$ cat src/rtl/e_alu_wb_queue_pkg.sv
// Shared definitions for the ALU writeback result queue: default field widths
// and the default-width entry layout used across the execute/writeback boundary.
package e_alu_wb_queue_pkg;

    localparam int RESULT_W   = 32;
    localparam int ROB_W_DEF  = 6;
    localparam int PREG_W_DEF = 6;

    typedef struct packed {
        logic [RESULT_W-1:0]   result;
        logic [ROB_W_DEF-1:0]  rob_id;
        logic [PREG_W_DEF-1:0] preg;
        logic                  wen;
    } alu_wb_entry_t;

    // Occupancy counter width; one extra bit so DEPTH itself is representable.
    function automatic int cnt_w(input int depth);
        return $clog2(depth) + 1;
    endfunction

endpackage

$ cat src/rtl/e_wb_fifo_ctrl.sv
// Head/tail/count bookkeeping for the writeback queue. Full/empty come from the
// occupancy counter; flush zeroes all pointers on the next edge.
module e_wb_fifo_ctrl
    import e_alu_wb_queue_pkg::*;
#(
    parameter int DEPTH = 4,
    parameter int PTR_W = $clog2(DEPTH),
    parameter int CNT_W = cnt_w(DEPTH)
) (
    input  logic             clk,
    input  logic             rst_n,
    input  logic             flush_i,
    input  logic             push_req_i,
    input  logic             pop_req_i,
    output logic             push_o,
    output logic             pop_o,
    output logic [PTR_W-1:0] wr_ptr_o,
    output logic [PTR_W-1:0] rd_ptr_o,
    output logic [CNT_W-1:0] count_o,
    output logic             full_o,
    output logic             empty_o
);

    logic [PTR_W-1:0] wr_ptr;
    logic [PTR_W-1:0] rd_ptr;
    logic [CNT_W-1:0] count;

    assign full_o  = (count == CNT_W'(DEPTH));
    assign empty_o = (count == '0);

    // Flush suppresses both sides so a racing pop never retires an entry.
    assign push_o = push_req_i && !full_o  && !flush_i;
    assign pop_o  = pop_req_i  && !empty_o && !flush_i;

    always_ff @(posedge clk or negedge rst_n) begin
        if (!rst_n) begin
            wr_ptr <= '0;
            rd_ptr <= '0;
            count  <= '0;
        end else if (flush_i) begin
            wr_ptr <= '0;
            rd_ptr <= '0;
            count  <= '0;
        end else begin
            if (push_o) wr_ptr <= wr_ptr + PTR_W'(1);
            if (pop_o)  rd_ptr <= rd_ptr + PTR_W'(1);
            case ({push_o, pop_o})
                2'b10:   count <= count + CNT_W'(1);
                2'b01:   count <= count - CNT_W'(1);
                default: count <= count;
            endcase
        end
    end

    assign wr_ptr_o = wr_ptr;
    assign rd_ptr_o = rd_ptr;
    assign count_o  = count;

endmodule

$ cat src/rtl/e_alu_wb_queue.sv
// In-order result buffer between the ALU execute stage and the CDB arbiter.
// Optional same-cycle forwarding into an empty queue: define E_ALU_WB_BYPASS_EN.
module e_alu_wb_queue
    import e_alu_wb_queue_pkg::*;
#(
    parameter int DEPTH  = 4,
    parameter int ROB_W  = ROB_W_DEF,
    parameter int PREG_W = PREG_W_DEF
) (
    input  logic                      clk,
    input  logic                      rst_n,
    input  logic                      flush_i,
    input  logic                      in_valid_i,
    output logic                      in_ready_o,
    input  logic [RESULT_W-1:0]       in_result_i,
    input  logic [ROB_W-1:0]          in_rob_id_i,
    input  logic [PREG_W-1:0]         in_preg_i,
    input  logic                      in_wen_i,
    output logic                      out_valid_o,
    input  logic                      out_ready_i,
    output logic [RESULT_W-1:0]       out_result_o,
    output logic [ROB_W-1:0]          out_rob_id_o,
    output logic [PREG_W-1:0]         out_preg_o,
    output logic                      out_wen_o,
    output logic [$clog2(DEPTH):0]    count_o
);

    localparam int PTR_W = $clog2(DEPTH);
    localparam int CNT_W = PTR_W + 1;

    typedef struct packed {
        logic [RESULT_W-1:0] result;
        logic [ROB_W-1:0]    rob_id;
        logic [PREG_W-1:0]   preg;
        logic                wen;
    } entry_t;

    entry_t           in_e;
    entry_t           head_e;
    entry_t           sel_e;
    entry_t           out_e;
    entry_t           mem [DEPTH];
    logic             push;
    logic             pop;
    logic             bypass;
    logic             full;
    logic             empty;
    logic [PTR_W-1:0] wr_ptr;
    logic [PTR_W-1:0] rd_ptr;
    logic [CNT_W-1:0] count;

    assign in_e = '{result: in_result_i, rob_id: in_rob_id_i,
                    preg: in_preg_i, wen: in_wen_i};

`ifdef E_ALU_WB_BYPASS_EN
    // Empty queue and an immediate grant: hand the result straight to the CDB.
    assign bypass = empty && in_valid_i && out_ready_i && !flush_i;
`else
    assign bypass = 1'b0;
`endif

    e_wb_fifo_ctrl #(
        .DEPTH (DEPTH),
        .PTR_W (PTR_W),
        .CNT_W (CNT_W)
    ) u_ctrl (
        .clk        (clk),
        .rst_n      (rst_n),
        .flush_i    (flush_i),
        .push_req_i (in_valid_i && !bypass),
        .pop_req_i  (out_ready_i),
        .push_o     (push),
        .pop_o      (pop),
        .wr_ptr_o   (wr_ptr),
        .rd_ptr_o   (rd_ptr),
        .count_o    (count),
        .full_o     (full),
        .empty_o    (empty)
    );

    // Payload storage has no reset; validity is carried entirely by count.
    always_ff @(posedge clk) begin
        if (push) mem[wr_ptr] <= in_e;
    end

    assign head_e      = mem[rd_ptr];
    assign sel_e       = bypass ? in_e : head_e;
    assign out_valid_o = !flush_i && (!empty || bypass);
    assign out_e       = out_valid_o ? sel_e : '0;

    assign out_result_o = out_e.result;
    assign out_rob_id_o = out_e.rob_id;
    assign out_preg_o   = out_e.preg;
    assign out_wen_o    = out_e.wen;
    assign in_ready_o   = !full;
    assign count_o      = count;

endmodule

$ cat config.mk
export PLATFORM = sky130hd
export DESIGN_NAME = e_alu_wb_queue
export DESIGN_NICKNAME = d
export VERILOG_FILES = /design/src/rtl/e_alu_wb_queue_pkg.sv /design/src/rtl/e_wb_fifo_ctrl.sv /design/src/rtl/e_alu_wb_queue.sv
export SDC_FILE = /design/constraint.sdc
export NUM_CORES = 1
export LEC_CHECK = 0
export ABC_AREA = 1
export BUFFER_PORTS_ARGS = -buffer_cell sky130_fd_sc_hd__buf_2
export CAP_MARGIN = 20
export CORE_MARGIN = 5
export CORE_UTILIZATION = 59
export CTS_BUF_LIST = sky130_fd_sc_hd__clkbuf_4 sky130_fd_sc_hd__clkbuf_8
export DETAILED_ROUTE_END_ITERATION = 10
export PLACE_DENSITY = 0.81
export SLEW_MARGIN = 20
export SYNTH_ARGS = -nofsm -noshare
export SYNTH_HDL_FRONTEND = slang
export SYNTH_SLANG_ARGS = --single-unit
$ cat constraint.sdc
create_clock -name clk -period 4.15 [get_ports clk]
set_input_delay 0.83 -clock clk [delete_from_list [all_inputs] [get_ports clk]]
set_output_delay 0.83 -clock clk [all_outputs]
set_load 0.005 [all_outputs]
==> results of run 1 <==
cell families after synthesis:
family / synth area share, %
and+or+nand+nor: 11.1
DFF: 74.3
AOI/OAI and AO/OA: 9.66
buffers and inverters: 3.87
adders and majority gates: 0.933
xor gates and xnor gates: 0.117
critical path, cell delays in order (launching register included):
cell	delay, ps
sky130_fd_sc_hd__dfrtp_2	380
sky130_fd_sc_hd__buf_4	770
sky130_fd_sc_hd__nor2_1	120
sky130_fd_sc_hd__nor2_1	180
sky130_fd_sc_hd__o21ai_0	180
sky130_fd_sc_hd__a21oi_1	240
sky130_fd_sc_hd__buf_2	160
how the worst min path moves through the flow:
stage                                    from                        endpoint  slack (ps)
3_5_place_dp    u_ctrl.count_o[1]$_DFFE_PN0P_   u_ctrl.count_o[1]$_DFFE_PN0P_         570
6_report                                rst_n   u_ctrl.count_o[1]$_DFFE_PN0P_         200
3_3_place_gp    u_ctrl.count_o[1]$_DFFE_PN0P_   u_ctrl.count_o[1]$_DFFE_PN0P_         550
5_1_grt                                 rst_n   u_ctrl.count_o[1]$_DFFE_PN0P_         180
2_1_floorplan  u_ctrl.wr_ptr_o[0]$_DFFE_PN0P_  u_ctrl.wr_ptr_o[0]$_DFFE_PN0P_         510
4_1_cts                                 rst_n   u_ctrl.count_o[1]$_DFFE_PN0P_         160
final cells by class:
class | count | area (µm²)
clock buffer | 20 | 256
inverter | 13 | 62.6
tap | 172 | 215
clock inverter | 12 | 195
timing repair buffer | 109 | 596
multi-input combinational | 361 | 1670
fill | 879 | 3990
antenna | 2 | 5.00
sequential | 187 | 5580
power by group through the flow:
stage / registers (mW) / logic, mW / clock network, mW
3_3_place_gp: 2.28 / 1.06 / 0
5_1_grt: 2.26 / 1.23 / 1.43
2_1_floorplan: 2.29 / 0.723 / 0
3_5_place_dp: 2.29 / 1.10 / 0
4_1_cts: 2.25 / 1.11 / 1.34
6_report: 2.25 / 1.10 / 1.32
metal layers:
| layer | vias up | wire, µm |
|---|---|---|
| li1 | 2278 | - |
| met1 | 2377 | 6050 |
| met2 | 177 | 8380 |
| met3 | 19 | 1130 |
| met4 | 0 | 274 |
| met5 | - | 0 |
synthesized netlist by cell type, drive strengths merged:
cell	count
nor2	186
edfxtp	180
o21ai	94
a21oi	48
nand2	21
buf	20
clkbuf	13
inv	12
dfrtp	7
ha	4
nand3	4
a21boi	1
bufinv	1
fa	1
nand3b	1
xor2	1
registers in the layout, summed over array words and instances, names as in the netlist:
name / flops
u_ctrl.rd_ptr_o: 2
u_ctrl.count_o: 3
mem: 180
u_ctrl.wr_ptr_o: 2
per-stage QoR:
step	setup slack [ps]	total power, mW	utilization (%)
global placement	1040	3.34	64.6
detailed placement	935	3.39	64.6
global route	659	4.92	68.3
CTS	787	4.71	68.2
finish	810	4.68	68.3
floorplan	605	3.01	-
==> summary.md, run 1 <==
| Metric | Value |
|---|---|
| Share of the synthesized area in the top cell type | 72.0% |
| Global-route met3 utilization | 6.13% |
| Antenna Nets Post-Route | 0 |
| Post-synthesis cell type count | 25 |
| Clock latency on the worst-skew pair | 450 ps |
| Net Switching | 1.38 mW |
| RR Startpoint | u_ctrl.count_o[0]$_DFFE_PN0P_ |
| Type of the worst setup path | register to output port |
| Final min period | 3340 ps |
| DP Area | 8130 µm² |
| Most frequent standard cell in the layout excluding fill and tap cells | sky130_fd_sc_hd__nor2_1 |
| Launch point of the worst path | u_ctrl.rd_ptr_o[0]$_DFFE_PN0P_ |
| Starting DRT DRC Count | 542 |
| Dominant cell type by area after synthesis | sky130_fd_sc_hd__edfxtp_1 |
| Fraction of power spent switching nets | 29.4% |
| Setup crit start kind | register |
| Post-synthesis average cell area | 12.6 µm² |
| Crit end category | output port |
| Peak supply drop | 0.000400 V |
| Critical path capture point | out_result_o[17] |
| Pin count of the biggest net entering global routing | 92 |
| Hold Fails Final Rpt | 0 |
| Cell count after placement | 842 |
| Share of post-route cells with drive strength above 1 | 22.9% |
| Total number of clock tree sinks | 187 |
| Cell count after synthesis | 594 |
| Placer Congestion | 0.761 |
| Width of the die | 123 µm |
| Number of core rows | 41 |
| Clock buffer count from CTS | 17 |
| Design internal power | 3.30 mW |
| Dpl hpwl | 8790 µm |
| Part of the power in combinational logic | 23.6% |
| Buffer cell driving the clock tree root | sky130_fd_sc_hd__clkbuf_8 |
| Setup Total Neg Slack | 0 ps |
| Setup repair bufs after CTS | 0 |
| Global router's overall resource usage | 21.7% |
| Max-slew headroom at the worst pin | 33.0% |
| Measured slew at the worst slew-check pin | 1000 ps |
| CTS tree | yes |
| Share of the cycle needed by the critical path after routing | 80.5% |
| Buffers on Ports | 99 |
| Ranking of synthesized cells by area | sky130_fd_sc_hd__edfxtp_1 72%, sky130_fd_sc_hd__nor2_1 9.2%, sky130_fd_sc_hd__o21ai_0 4.3%, sky130_fd_sc_hd__a21oi_1 3.1%, sky130_fd_sc_hd__dfrtp_1 2.3% |
| Flop2flop setup slack | 1900 ps |
| Final Setup Violations | 0 |
| Number of buffers inserted by hold repair at cts | 0 |
| Signed area change from the synthesized netlist to the final layout | 14.3% |
| Post-route insts no fill | 876 |
| Wire length of the first global-routing pass | 24000 µm |
| Combined area of all synthesized cells | 7510 µm² |
| Status | completed |
| Total Die Area | 15100 µm² |
| Total number of vias | 4851 |
| Max-capacitance violation count | 0 |
| Number of antenna violations at the first check in global routing | 1 |
| End of the worst register-to-register path | mem[1][43]$_DFFE_PP_ |
| Net count of the finished layout | 744 |
| Count of state elements after synthesis | 187 |
| Worst EP arrival | 2510 ps |
| Req. time, crit path | 3320 ps |
| Global routing usage on met2 | 37.4% |
| Maximum fanout count along the critical path | 91 |
| Cts repair resizes | 0 |
| Number of max-slew violations in the final report | 0 |
| Top-level I/O count | 100 |
| Vias per Instance | 5.54 |
| WHS | 200 ps |
| Worst Reg2Reg Path Length in Cells | 5 |
| Maximum root-to-sink buffer count | 2 |
| Global Route met1 Usage | 25.7% |
| Number of levels in the clock H-tree | 4 |
| Grt ovf | 0 |
| Via count of the first global-routing pass | 4798 |
| Pleak | 3.18 nW |
| Core area | 12600 µm² |
| Sequential cell fraction of total power | 48.1% |
| Overall routed net length | 15800 µm |
| Clock share of power | 28.3% |
| Most crowded layer after global routing | met2 |
| Pre-Repair DR Iteration Count | 5 |
| Synthesized Nets | 649 |
| Fmax | 299 MHz |
| Post-route DRC violation count | 0 |
| Setup repair after global routing missed its margin | no |
| Die height | 123 µm |
| Largest clock skew in the final design | 7.23 ps |
| Number of warning messages in the yosys log | 0 |
| Area of all placed cells without fillers | 8580 µm² |
| Clock-pin slew on the worst setup and hold paths | 90 ps |
| Most frequent cells in the layout | 181 x sky130_fd_sc_hd__nor2_1, 180 x sky130_fd_sc_hd__edfxtp_1, 99 x sky130_fd_sc_hd__buf_2, 65 x sky130_fd_sc_hd__o21ai_0, 47 x sky130_fd_sc_hd__a21oi_1 |
| Effective utilization at floorplan | 59.8% |
| Wire per inst | 18.1 µm |
| Share of synthesized area occupied by flip-flops and latches | 74.3% |
| Total power divided by cell area | 545 nW/µm² |
| Worst hold-check path type | input pin to async pin |
Power figures use the tool's default switching activity.
==> run 2, diff against run 1 <==
Clock period 4.15 ns to 3.28 ns, I/O delays scaled along.
==> run 2 against run 1 <==
  * Worst setup slack worse by 340 ps
  * Register-to-register slack worse by 700 ps
  * Largest power group unchanged
  * Critical path type unchanged
  * Clock skew up 4.6 ps
  * Final cell count is 0.23% lower
  * Global-route usage fell by 0.21 points
  * Power is 25% higher
  * Critical endpoint is now out_preg_o[2]
  * Core utilization down 0.12 points
  * Sequential cell count stayed put
  * Clock-buffer cell count down 2
  * First-iteration DRC count shrank 11%
  * Via count decreased by 1.4%
  * Sequential share of layout area grew 0.11 points
==> summary.md, run 2 (synthesized netlist as in run 1, its figures left out) <==
| Metric | Value |
|---|---|
| Status | completed |
| Most frequent standard cell in the layout excluding fill and tap cells | sky130_fd_sc_hd__nor2_1 |
| Top-level I/O count | 100 |
| Maximum root-to-sink buffer count | 2 |
| Width of the die | 123 µm |
| Number of cells on the critical path | 6 |
| Peak supply drop | 0.000442 V |
| Most frequent cells in the layout | 181 x sky130_fd_sc_hd__nor2_1, 180 x sky130_fd_sc_hd__edfxtp_1, 99 x sky130_fd_sc_hd__buf_2, 65 x sky130_fd_sc_hd__o21ai_0, 47 x sky130_fd_sc_hd__a21oi_1 |
| WHS | 22.8 ps |
| Req. time, crit path | 2620 ps |
| Type of the worst setup path | register to output port |
| Launch point of the worst path | u_ctrl.count_o[0]$_DFFE_PN0P_ |
| Total Die Area | 15100 µm² |
| Fill cell count | 877 |
| Die height | 123 µm |
| Library cell contributing the largest single delay on the critical path | sky130_fd_sc_hd__dfrtp_1 |
| Overall routed net length | 15200 µm |
| Chain of cells forming the critical path | nor2_2, nand2_1, nand2_2, buf_12, a21oi_1, buf_2 |
| Crit end category | output port |
| Cell count after placement | 842 |
| Total power divided by cell area | 681 nW/µm² |
| Buffer cell driving the clock tree root | sky130_fd_sc_hd__clkbuf_8 |
| Final Setup Violations | 0 |
| DP Area | 8150 µm² |
| Largest clock skew in the final design | 11.8 ps |
| Total number of clock tree sinks | 187 |
| Share of post-route cells with drive strength above 1 | 22.5% |
| Final min period | 2810 ps |
| Wire per inst | 17.3 µm |
| Clock-pin slew on the worst setup and hold paths | 90 ps |
| Starting DRT DRC Count | 485 |
| Pin count of the biggest net entering global routing | 92 |
| Flop2flop setup slack | 1200 ps |
| Signed area change from the synthesized netlist to the final layout | 14.1% |
| End of the worst register-to-register path | mem[3][15]$_DFFE_PP_ |
| Max-capacitance violation count | 0 |
| Pleak | 3.17 nW |
| Wire length of the first global-routing pass | 24300 µm |
| Antenna Nets Post-Route | 0 |
| Worst Reg2Reg Path Length in Cells | 5 |
| Global router's overall resource usage | 21.5% |
| Via count of the first global-routing pass | 4801 |
| Clock buffer count from CTS | 17 |
| Gate family responsible for the most delay along the worst path | simple AND/OR/NAND/NOR gates |
| Placer Congestion | 0.801 |
| Number of buffers inserted by hold repair at cts | 0 |
| Grt ovf | 0 |
| Hold Fails Final Rpt | 0 |
| RR Startpoint | u_ctrl.count_o[0]$_DFFE_PN0P_ |
| Buffers on Ports | 99 |
| Number of max-slew violations in the final report | 0 |
| Setup repair bufs after CTS | 0 |
| Number of flip-flops in the largest register | 180 |
| Antenna Diode Count | 0 |
| Core area | 12600 µm² |
| Number of antenna violations at the first check in global routing | 1 |
| Cts repair resizes | 0 |
| Clock latency on the worst-skew pair | 460 ps |
| Vias per Instance | 5.47 |
| Pre-CTS worst setup slack | 693 ps |
| Number of core rows | 41 |
| Setup crit start kind | register |
| Critical path capture point | out_preg_o[2] |
| Maximum fanout count along the critical path | 26 |
| Max incr delay on CP | 460 ps |
| Worst hold-check path type | input pin to async pin |
| Dpl hpwl | 8910 µm |
| Least setup slack across all paths after layout | 467 ps |
| Measured slew at the worst slew-check pin | 654 ps |
| Total number of vias | 4785 |
| Area of all placed cells without fillers | 8570 µm² |
| Fmax | 356 MHz |
| Pre-Repair DR Iteration Count | 5 |
| Setup repair after global routing missed its margin | no |
| Number of levels in the clock H-tree | 4 |
| Share of the cycle needed by the critical path after routing | 85.8% |
| Post-route insts no fill | 874 |
| Worst EP arrival | 2160 ps |
| Max-slew headroom at the worst pin | 56.4% |
| Post-route DRC violation count | 0 |
| CTS tree | yes |
| Effective utilization at floorplan | 59.8% |
| Register name with the most flops | mem |
| Buffers and inverters on the worst path | 2 |
| Net count of the finished layout | 744 |
run 2: worst register-to-register path, delay by kind of cell, from the launching register on:
family	cells	cell delay, ps
buffers and inverters	1	300
DFF	1	460
and+or+nand+nor	4	1010
run 2: how the worst min path moves through the flow:
stage,to,from,slack (ps)
after global routing,u_ctrl.count_o[0]$_DFFE_PN0P_,rst_n,10
final,u_ctrl.count_o[0]$_DFFE_PN0P_,rst_n,20
after detailed placement,u_ctrl.count_o[0]$_DFFE_PN0P_,rst_n,500
after CTS,u_ctrl.count_o[0]$_DFFE_PN0P_,rst_n,3
after global placement,u_ctrl.count_o[2]$_DFFE_PN0P_,rst_n,500
after floorplan,u_ctrl.count_o[0]$_DFFE_PN0P_,rst_n,360
run 2: final cells by class:
cell class	count	area (µm²)	area share [%]
Sequential cell	187	5580	65.2
Multi-Input combinational cell	361	1670	19.5
Timing Repair Buffer	109	621	7.24
Clock buffer	18	241	2.82
Tap cell	172	215	2.51
Clock inverter	14	175	2.04
Inverter	13	62.6	0.730
run 2: metrics by stage:
stage | power [mW] | util (%) | TNS, ps
floorplan | 3.81 | - | -16380
CTS | 5.87 | 68.2 | 0
detailed placement | 4.31 | 64.8 | 0
finish | 5.84 | 68.2 | 0
global route | 6.16 | 68.2 | 0
global placement | 4.26 | 64.8 | 0
run 2: routing by layer:
metal	track usage [%]	up-vias	routed length [µm]
met5	0	-	7
met4	7.77	2	289
met1	28.4	2291	6300
li1	-	2279	-
met3	5.02	27	1050
met2	35.2	186	7510
run 2: where the power goes:
group	total, mW	switching (mW)	internal [mW]
Clock	1.59	0.758	0.827
Sequential	2.85	0.0634	2.78
Combinational	1.40	0.920	0.483
Total	5.84	1.74	4.09
